==> config.mk <==
export PLATFORM = sky130hd
export DESIGN_NAME = fetch_stage
export DESIGN_NICKNAME = d
export VERILOG_FILES = /design/src/rtl/pipeline_pkg.sv /design/src/rtl/ifid_reg.sv /design/src/rtl/fetch_stage.sv
export SDC_FILE = /design/constraint.sdc
export NUM_CORES = 1
export LEC_CHECK = 0
export CAP_MARGIN = 20
export CORE_UTILIZATION = 48
export CTS_CLUSTER_DIAMETER = 30
export DETAILED_ROUTE_END_ITERATION = 12
export GPL_ROUTABILITY_DRIVEN = 0
export MAX_ROUTING_LAYER = met4
export PLACE_DENSITY_LB_ADDON = 0.2
export SLEW_MARGIN = 20
export SYNTH_ARGS = -nofsm -noshare
export SYNTH_HDL_FRONTEND = slang
export SYNTH_SLANG_ARGS = --single-unit
==> constraint.sdc <==
create_clock -name clk -period 1.95 [get_ports clk]
set_input_delay 0.2925 -clock clk [delete_from_list [all_inputs] [get_ports clk]]
set_output_delay 0.2925 -clock clk [all_outputs]
set_load 0.03 [all_outputs]
==> src/rtl/pipeline_pkg.sv <==
// Shared pipeline definitions: fetch FSM states, NOP encoding, opword layout.
// Latency: none; this file holds only types and constants.
// Backpressure: none; consumers apply stall and flush themselves.
package pipeline_pkg;

    // Fetch FSM: S_OP fetches an opword, S_IMM fetches the immediate word after it.
    typedef enum logic {
        S_OP  = 1'b0,
        S_IMM = 1'b1
    } fetch_state_t;

    // All-zero word is a NOP, so a bubble still decodes safely downstream.
    localparam logic [15:0] NOP_INSTR = 16'h0000;

    // Opword bit that announces a trailing immediate word.
    localparam int IMM_BIT_DEFAULT = 15;

    // Opword layout: opcode in [15:11], register fields and flags below.
    typedef struct packed {
        logic [4:0]  opcode;
        logic [10:0] fields;
    } opword_t;

endpackage

==> src/rtl/ifid_reg.sv <==
// IF/ID pipeline register between fetch and decode.
// Latency: one cycle from load to output.
// Backpressure: holds its contents while load is low; flush inserts a bubble.
module ifid_reg
    import pipeline_pkg::*;
#(
    parameter int N  = 16,
    parameter int AW = 16
) (
    input  logic          clk,
    input  logic          rst,
    input  logic          load,
    input  logic          flush,
    input  logic          in_valid,
    input  logic [N-1:0]  in_instr,
    input  logic [N-1:0]  in_imm,
    input  logic [AW-1:0] in_pc_next,
    output logic          out_valid,
    output logic [N-1:0]  out_instr,
    output logic [N-1:0]  out_imm,
    output logic [AW-1:0] out_pc_next
);

    // Reset and flush both leave an all-zero NOP bubble; otherwise load or hold.
    always_ff @(posedge clk) begin
        if (rst || flush) begin
            out_valid   <= 1'b0;
            out_instr   <= N'(NOP_INSTR);
            out_imm     <= '0;
            out_pc_next <= '0;
        end else if (load) begin
            out_valid   <= in_valid;
            out_instr   <= in_instr;
            out_imm     <= in_imm;
            out_pc_next <= in_pc_next;
        end
    end

endmodule

==> src/rtl/fetch_stage.sv <==
// Instruction fetch: PC, one/two-word instruction assembly, drives IF/ID.
// Latency: one-word instr on IF/ID 1 cycle after pc=A; two-word after 2 cycles with one bubble.
// Backpressure: stall freezes pc, FSM and IF/ID; branch_taken redirects and flushes, beating stall.
module fetch_stage
    import pipeline_pkg::*;
#(
    parameter int            N        = 16,
    parameter int            AW       = 16,
    parameter logic [AW-1:0] RESET_PC = '0,
    parameter int            IMM_BIT  = IMM_BIT_DEFAULT
) (
    input  logic          clk,
    input  logic          rst,
    output logic [AW-1:0] imem_addr,
    input  logic [N-1:0]  imem_data,
    input  logic          stall,
    input  logic          branch_taken,
    input  logic [AW-1:0] branch_target,
    output logic          ifid_valid,
    output logic [N-1:0]  ifid_instr,
    output logic [N-1:0]  ifid_imm,
    output logic [AW-1:0] ifid_pc_next
);

    logic [AW-1:0] pc;
    logic [AW-1:0] pc_inc;
    fetch_state_t  state;
    logic [N-1:0]  op_hold;

    logic          nxt_valid;
    logic [N-1:0]  nxt_instr;
    logic [N-1:0]  nxt_imm;
    logic [AW-1:0] nxt_pc_next;

    // Natural AW-bit wrap gives the modulo-2^AW PC arithmetic.
    assign pc_inc    = pc + {{(AW-1){1'b0}}, 1'b1};
    assign imem_addr = pc;

    // Next IF/ID contents: complete instruction when ready, bubble while an opword waits for its immediate.
    always_comb begin
        nxt_valid   = 1'b0;
        nxt_instr   = N'(NOP_INSTR);
        nxt_imm     = '0;
        nxt_pc_next = '0;
        case (state)
            S_OP: begin
                if (!imem_data[IMM_BIT]) begin
                    nxt_valid   = 1'b1;
                    nxt_instr   = imem_data;
                    nxt_pc_next = pc_inc;
                end
            end
            S_IMM: begin
                // The immediate is plain data; its top bit carries no meaning here.
                nxt_valid   = 1'b1;
                nxt_instr   = op_hold;
                nxt_imm     = imem_data;
                nxt_pc_next = pc_inc;
            end
            default: ;
        endcase
    end

    // PC and FSM: reset, then redirect, then stall-hold, then advance one word per cycle.
    always_ff @(posedge clk) begin
        if (rst) begin
            pc      <= RESET_PC;
            state   <= S_OP;
            op_hold <= '0;
        end else if (branch_taken) begin
            pc      <= branch_target;
            state   <= S_OP;
            op_hold <= '0;
        end else if (!stall) begin
            pc <= pc_inc;
            case (state)
                S_OP: begin
                    if (imem_data[IMM_BIT]) begin
                        op_hold <= imem_data;
                        state   <= S_IMM;
                    end
                end
                S_IMM: state <= S_OP;
                default: state <= S_OP;
            endcase
        end
    end

    ifid_reg #(
        .N  (N),
        .AW (AW)
    ) u_ifid_reg (
        .clk         (clk),
        .rst         (rst),
        .load        (!stall),
        .flush       (branch_taken),
        .in_valid    (nxt_valid),
        .in_instr    (nxt_instr),
        .in_imm      (nxt_imm),
        .in_pc_next  (nxt_pc_next),
        .out_valid   (ifid_valid),
        .out_instr   (ifid_instr),
        .out_imm     (ifid_imm),
        .out_pc_next (ifid_pc_next)
    );

endmodule
After elaboration in Yosys (flattened, before gate mapping)
Cells that the tools add are included.

storage, ports and cells
  word-level logic and storage cells = 25
  bits of input ports = 36
  output and inout bits = 65
  flip-flop bits (word level) = 82

cells by class
  add/subtract/negate cells = 1
  mux-type cells = 11
  equality and inequality tests = 1
  reductions and logical operators = 3
  bitwise operators = 2

operators with widths
  cell                   count
  $mux 16                4
  $pmux 16 s2            2
  $add 16x1->16 const B  1
  $mux 15                1
  $pmux 1 s2             2
  $reduce_and 3->1       1
  $mux 1                 2
  $ne 2x1->1 const B     1
  $not 1->1              2
  $reduce_or 2->1        1
  $logic_or 1x1->1       1

Depth between registers and ports, before layout
  depth in word-level cells = 3
  gate-level depth with buffers = 6
  gate-level depth less buffers = 5

Modules after synthesis
A second synthesis with hierarchy kept.

second synthesis, totals
  cell total of the unflattened synthesis = 472
  area total of the unflattened synthesis = 3967.6 µm²

modules (own cells, without submodules)
  module       times used  area an instance (µm²)  cells an instance  seq. area each (µm²)
  fetch_stage  1           2217.1                  312                660.6
  ifid_reg     1           1750.4                  160                980.9

Worst setup path after synthesis
OpenSTA, ideal clock, no wires.

  kind = reg2reg
  start = register pc[0], in the netlist imem_addr[0]
  end = register pc[14], in the netlist imem_addr[14]
  path slack = 0.167 ns
  buffers on the path = 1
  clock period less this slack = 1.783 ns
  setup time = 0.115 ns
  required time = 1.835 ns
  cell stages (with the launch flop) = 7
  data arrival time = 1.668 ns
  path through = dfxtp_1 > ha_1 > nand3_2 > buf_6 > nor4_2 > xor2_1 > o21a_1

on the way
  longest elaborated chain between the ends = 3

RTL lines
  what                    line               source
  from (decl)             fetch_stage.sv:25  logic [AW-1:0] pc;
  from (signal assigned)  fetch_stage.sv:71  pc <= branch_target;
  from (signal assigned)  fetch_stage.sv:75  pc <= pc_inc;
  $add 16x1->16           fetch_stage.sv:36  assign pc_inc = pc + {{(AW-1){1'b0}}, 1'b1};
  $mux 16                 fetch_stage.sv:74  end else if (!stall) begin
  $mux 16                 fetch_stage.sv:70  end else if (branch_taken) begin

Every way passes these cells. The select of a mux whose other input is x is not followed.
A chain may end at the register's enable or synchronous reset.

Final worst setup path
  start = register pc[6], in the netlist imem_addr[6]
  end = output port imem_addr[6]

RTL lines
  what       line               source
  to (decl)  fetch_stage.sv:14  output logic [AW-1:0] imem_addr,

No word-level cell between the ends.

==> metrics.md <==
| Metric | Value |
|---|---|
| Status | finished, final reports clean |
| Pwr/cell area | 740 nW/um2 |
| Initial core utilization | 50.3% |
| # DRC | 0 |
| Global route overflow | 0 |
| Synth Flop Type | dfxtp_1 |
| Post-synthesis to final-layout area growth | 36.0% |
| Clock latency on the worst-skew pair | between 300 and 400 ps |
| RSZ-0062 raised after global routing | false |
| Synth area leader | dfxtp_1 |
| Clock-pin transition on the worst setup and hold timing paths | 90 ps |
| Antenna-violating nets left | 0 |
| Largest net degree at the start of global routing | 34 |
| Sink Count | 82 |
| Crit. End Element | output pin |
| Critical path data required time | 1660 ps |
| Cts bufs inserted | 9 |
| Fin crit share | 98.3% |
| Hold_sp | u_ifid_reg.out_pc_next[11] |
| # placed instances | 625 |
| Ant diodes | 0 |
| Worst Path Max Fanout | 7 |
| Rel. slew slack | 56.1% |
| Startpoint of the worst register-to-register path | imem_addr[1] |
| Syn Nets | between 400 and 500 |
| Final Non-Filler Cells | 641 |
| Leak | 1.90 nW |
| Worst Hold End | u_ifid_reg.out_pc_next[11] |
| Largest delay share family, worst path | buffers and inverters |
| Post-synth EDFFs | 0 |
| Port bufs | 100 |
| Asr flop ratio synth | 0% |
| First-pass GRT wire length | about 15,000 um |
| Synth cell types | 40 |
| Crit path arrival time | 1620 ps |
| Max_cap viols | 0 |
| Maximum clock path buffer count | 2 |
| VDD IR max | 0.000361 V |
| Post-CTS Setup Bufs | 0 |
| Die area | around 8000 um2 |
| Vias in the first global route | about 3.2k |
| Min-delay worst type | flop to flop |
| Critical path class | flop to output pin |
| Row cnt | 31 |
| R2R Setup Slk | roughly 230 ps |
| Gr usage total | between 20% and 30% |
| TNS Setup | 0 ps |
| Synthesis-stage register bit count | just over 80 |
| CP max-delay cell | clkdlybuf4s50_1 |
| Chip height | 89.9 um |
| Vias per cell | 5.26 |
| Worst path bufs/invs | 1 |
| Post-synthesis sequential area ratio | 44.3% |
| Post-route cell area | slightly above 5000 um2 |
| Synth cell count leaders | dfxtp_1 (82), nor2_1 (77), nand2_1 (58), a21oi_1 (54), buf_2 (20) |
| Layout net count | 574 |
| Worst slack at placement | 249 ps |
| Final setup margin | approximately 33 ps |
| Core Area | 7370 um2 |
| Tmin final | 1920 ps |
| DRT iter0 DRCs | 114 |
| Worst setup SP type | flop |
| Top cell type's share of synthesized area | approximately 44% |
| Mapped Cells | 443 |
| Synth area leaders | dfxtp_1 (44%), nor2_1 (7.8%), a21oi_1 (7.3%) |
| Clk root buf | clkbuf_8 |
| Most numerous cell in the Yosys netlist | dfxtp_1 |
| Worst-Margin Slew | 656 ps |
| Hold Path Depth | 2 |
| Initial antenna violation count | 0 |
| DP Wirelength | approximately 6500 um |
| CP peak stage delay | 740 ps |
| Synth warn | 0 |
| CP Cell Sequence | clkdlybuf4s50_1 |
| Placed Area | 4790 um2 |
| End of the worst register-to-register path | imem_addr[4] |
| Final setup viols | 0 |
| Post-synthesis instance area | 3700 um2 |
| Clock Skew | 5.79 ps |
| Final hold violations | 0 |
| Die Wd | 89.9 um |
| TritonCTS clock tree | yes |
| DR vias | 3,369 |
| Drt wl/cell | about 14 um |
| Max Freq | 522 MHz |
| Max-slew violations | 0 |
| Reg2Reg Depth | 5 |
| Pre-Repair DR Iteration Count | 4 |
| Hold_ws | about 450 ps |
| Share of cells above drive strength 1 | 10.7% |
| IO Count | 101 |
| Routed wire length | around 9000 um |
| H-tree depth | 3 |
| Syn Area/Cell | around 8.4 um2 |
[metrics by stage]
stage	utilization, %	power [mW]
after floorplan	-	2.12
after global placement	65.0	2.33
after detailed placement	65.0	2.34
after CTS	68.2	3.75
after global routing	68.4	3.87
final	68.4	3.73
[flip-flops by register name, summed over array words and instances (netlist names)]
signal                  cells
state                       1
u_ifid_reg.out_instr       16
imem_addr                  16
u_ifid_reg.out_valid        1
u_ifid_reg.out_pc_next     16
u_ifid_reg.out_imm         16
op_hold                    16
[worst max-delay path by stage]
stage	from	cells after the start	to	slack [ps]
6_report	imem_addr[6]	1	imem_addr[6]	30
3_5_place_dp	imem_addr[1]	5	imem_addr[12]	250
3_3_place_gp	branch_taken	4	op_hold[12]	330
4_1_cts	imem_addr[3]	1	imem_addr[3]	30
5_1_grt	imem_addr[9]	1	imem_addr[9]	10
2_1_floorplan	imem_addr[0]	6	imem_addr[14]	170
[cells in the final DEF, fill, tap and decap left out, types with 13 or more instances in the layout]
master / n
xnor2_1: 15
nand2_1: 58
clkdlybuf4s50_1: 93
mux2i_1: 18
buf_4: 19
a21oi_1: 54
dfxtp_1: 82
xor2_1: 13
inv_1: 13
nor2_1: 77
a22oi_1: 13
[routing by layer]
| metal | up-vias | GRT usage, % | share of wire [%] |
|---|---|---|---|
| met1 | 1606 | 30.0 | 48 |
| met4 | 0 | 10.8 | 2.0 |
| li1 | 1664 | - | - |
| met2 | 84 | 36.4 | 46 |
| met5 | - | - | 0 |
| met3 | 15 | 3.64 | 4.0 |
[timing repair]
item | CTS | global route
setup endpoints to repair | 1 | 5
hold endpoints to repair | 0 | 0
hold buffers | 0 | 0
resized for setup | 1 | 5
[kinds of logic (layout without fill, tap and decap cells)]
| kind of cell | Yosys count | after routing | synth area share (%) |
|---|---|---|---|
| AND/OR/NAND/NOR | 170 | 170 | 22.7 |
| AO/OA/AOI/OAI | 93 | 93 | 14.5 |
| flip-flops | 82 | 82 | 44.3 |
| buffers and inverters | 51 | 150 | 6.65 |
| XOR/XNOR | 28 | 28 | 6.62 |
| multiplexers | 18 | 18 | 4.86 |
| adder cells (fa/ha/maj) | 1 | 1 | 0.338 |
[where the power goes]
| group | internal [mW] | total, mW | switching, mW |
|---|---|---|---|
| registers | 1.72 | 1.78 | 0.0606 |
| logic | 0.239 | 0.523 | 0.284 |
| clock network | 0.774 | 1.43 | 0.653 |
[final cells by class]
| cell class | instances | area (um2) |
|---|---|---|
| tap | 99 | 124 |
| inverter | 14 | 52.6 |
| timing repair buffer | 120 | 1170 |
| clock inverter | 6 | 97.6 |
| multi-input combinational | 310 | 1820 |
| fill | 635 | 2330 |
| sequential | 82 | 1640 |
| clock buffer | 10 | 138 |
No activity file was read; power rests on OpenSTA's default activity.
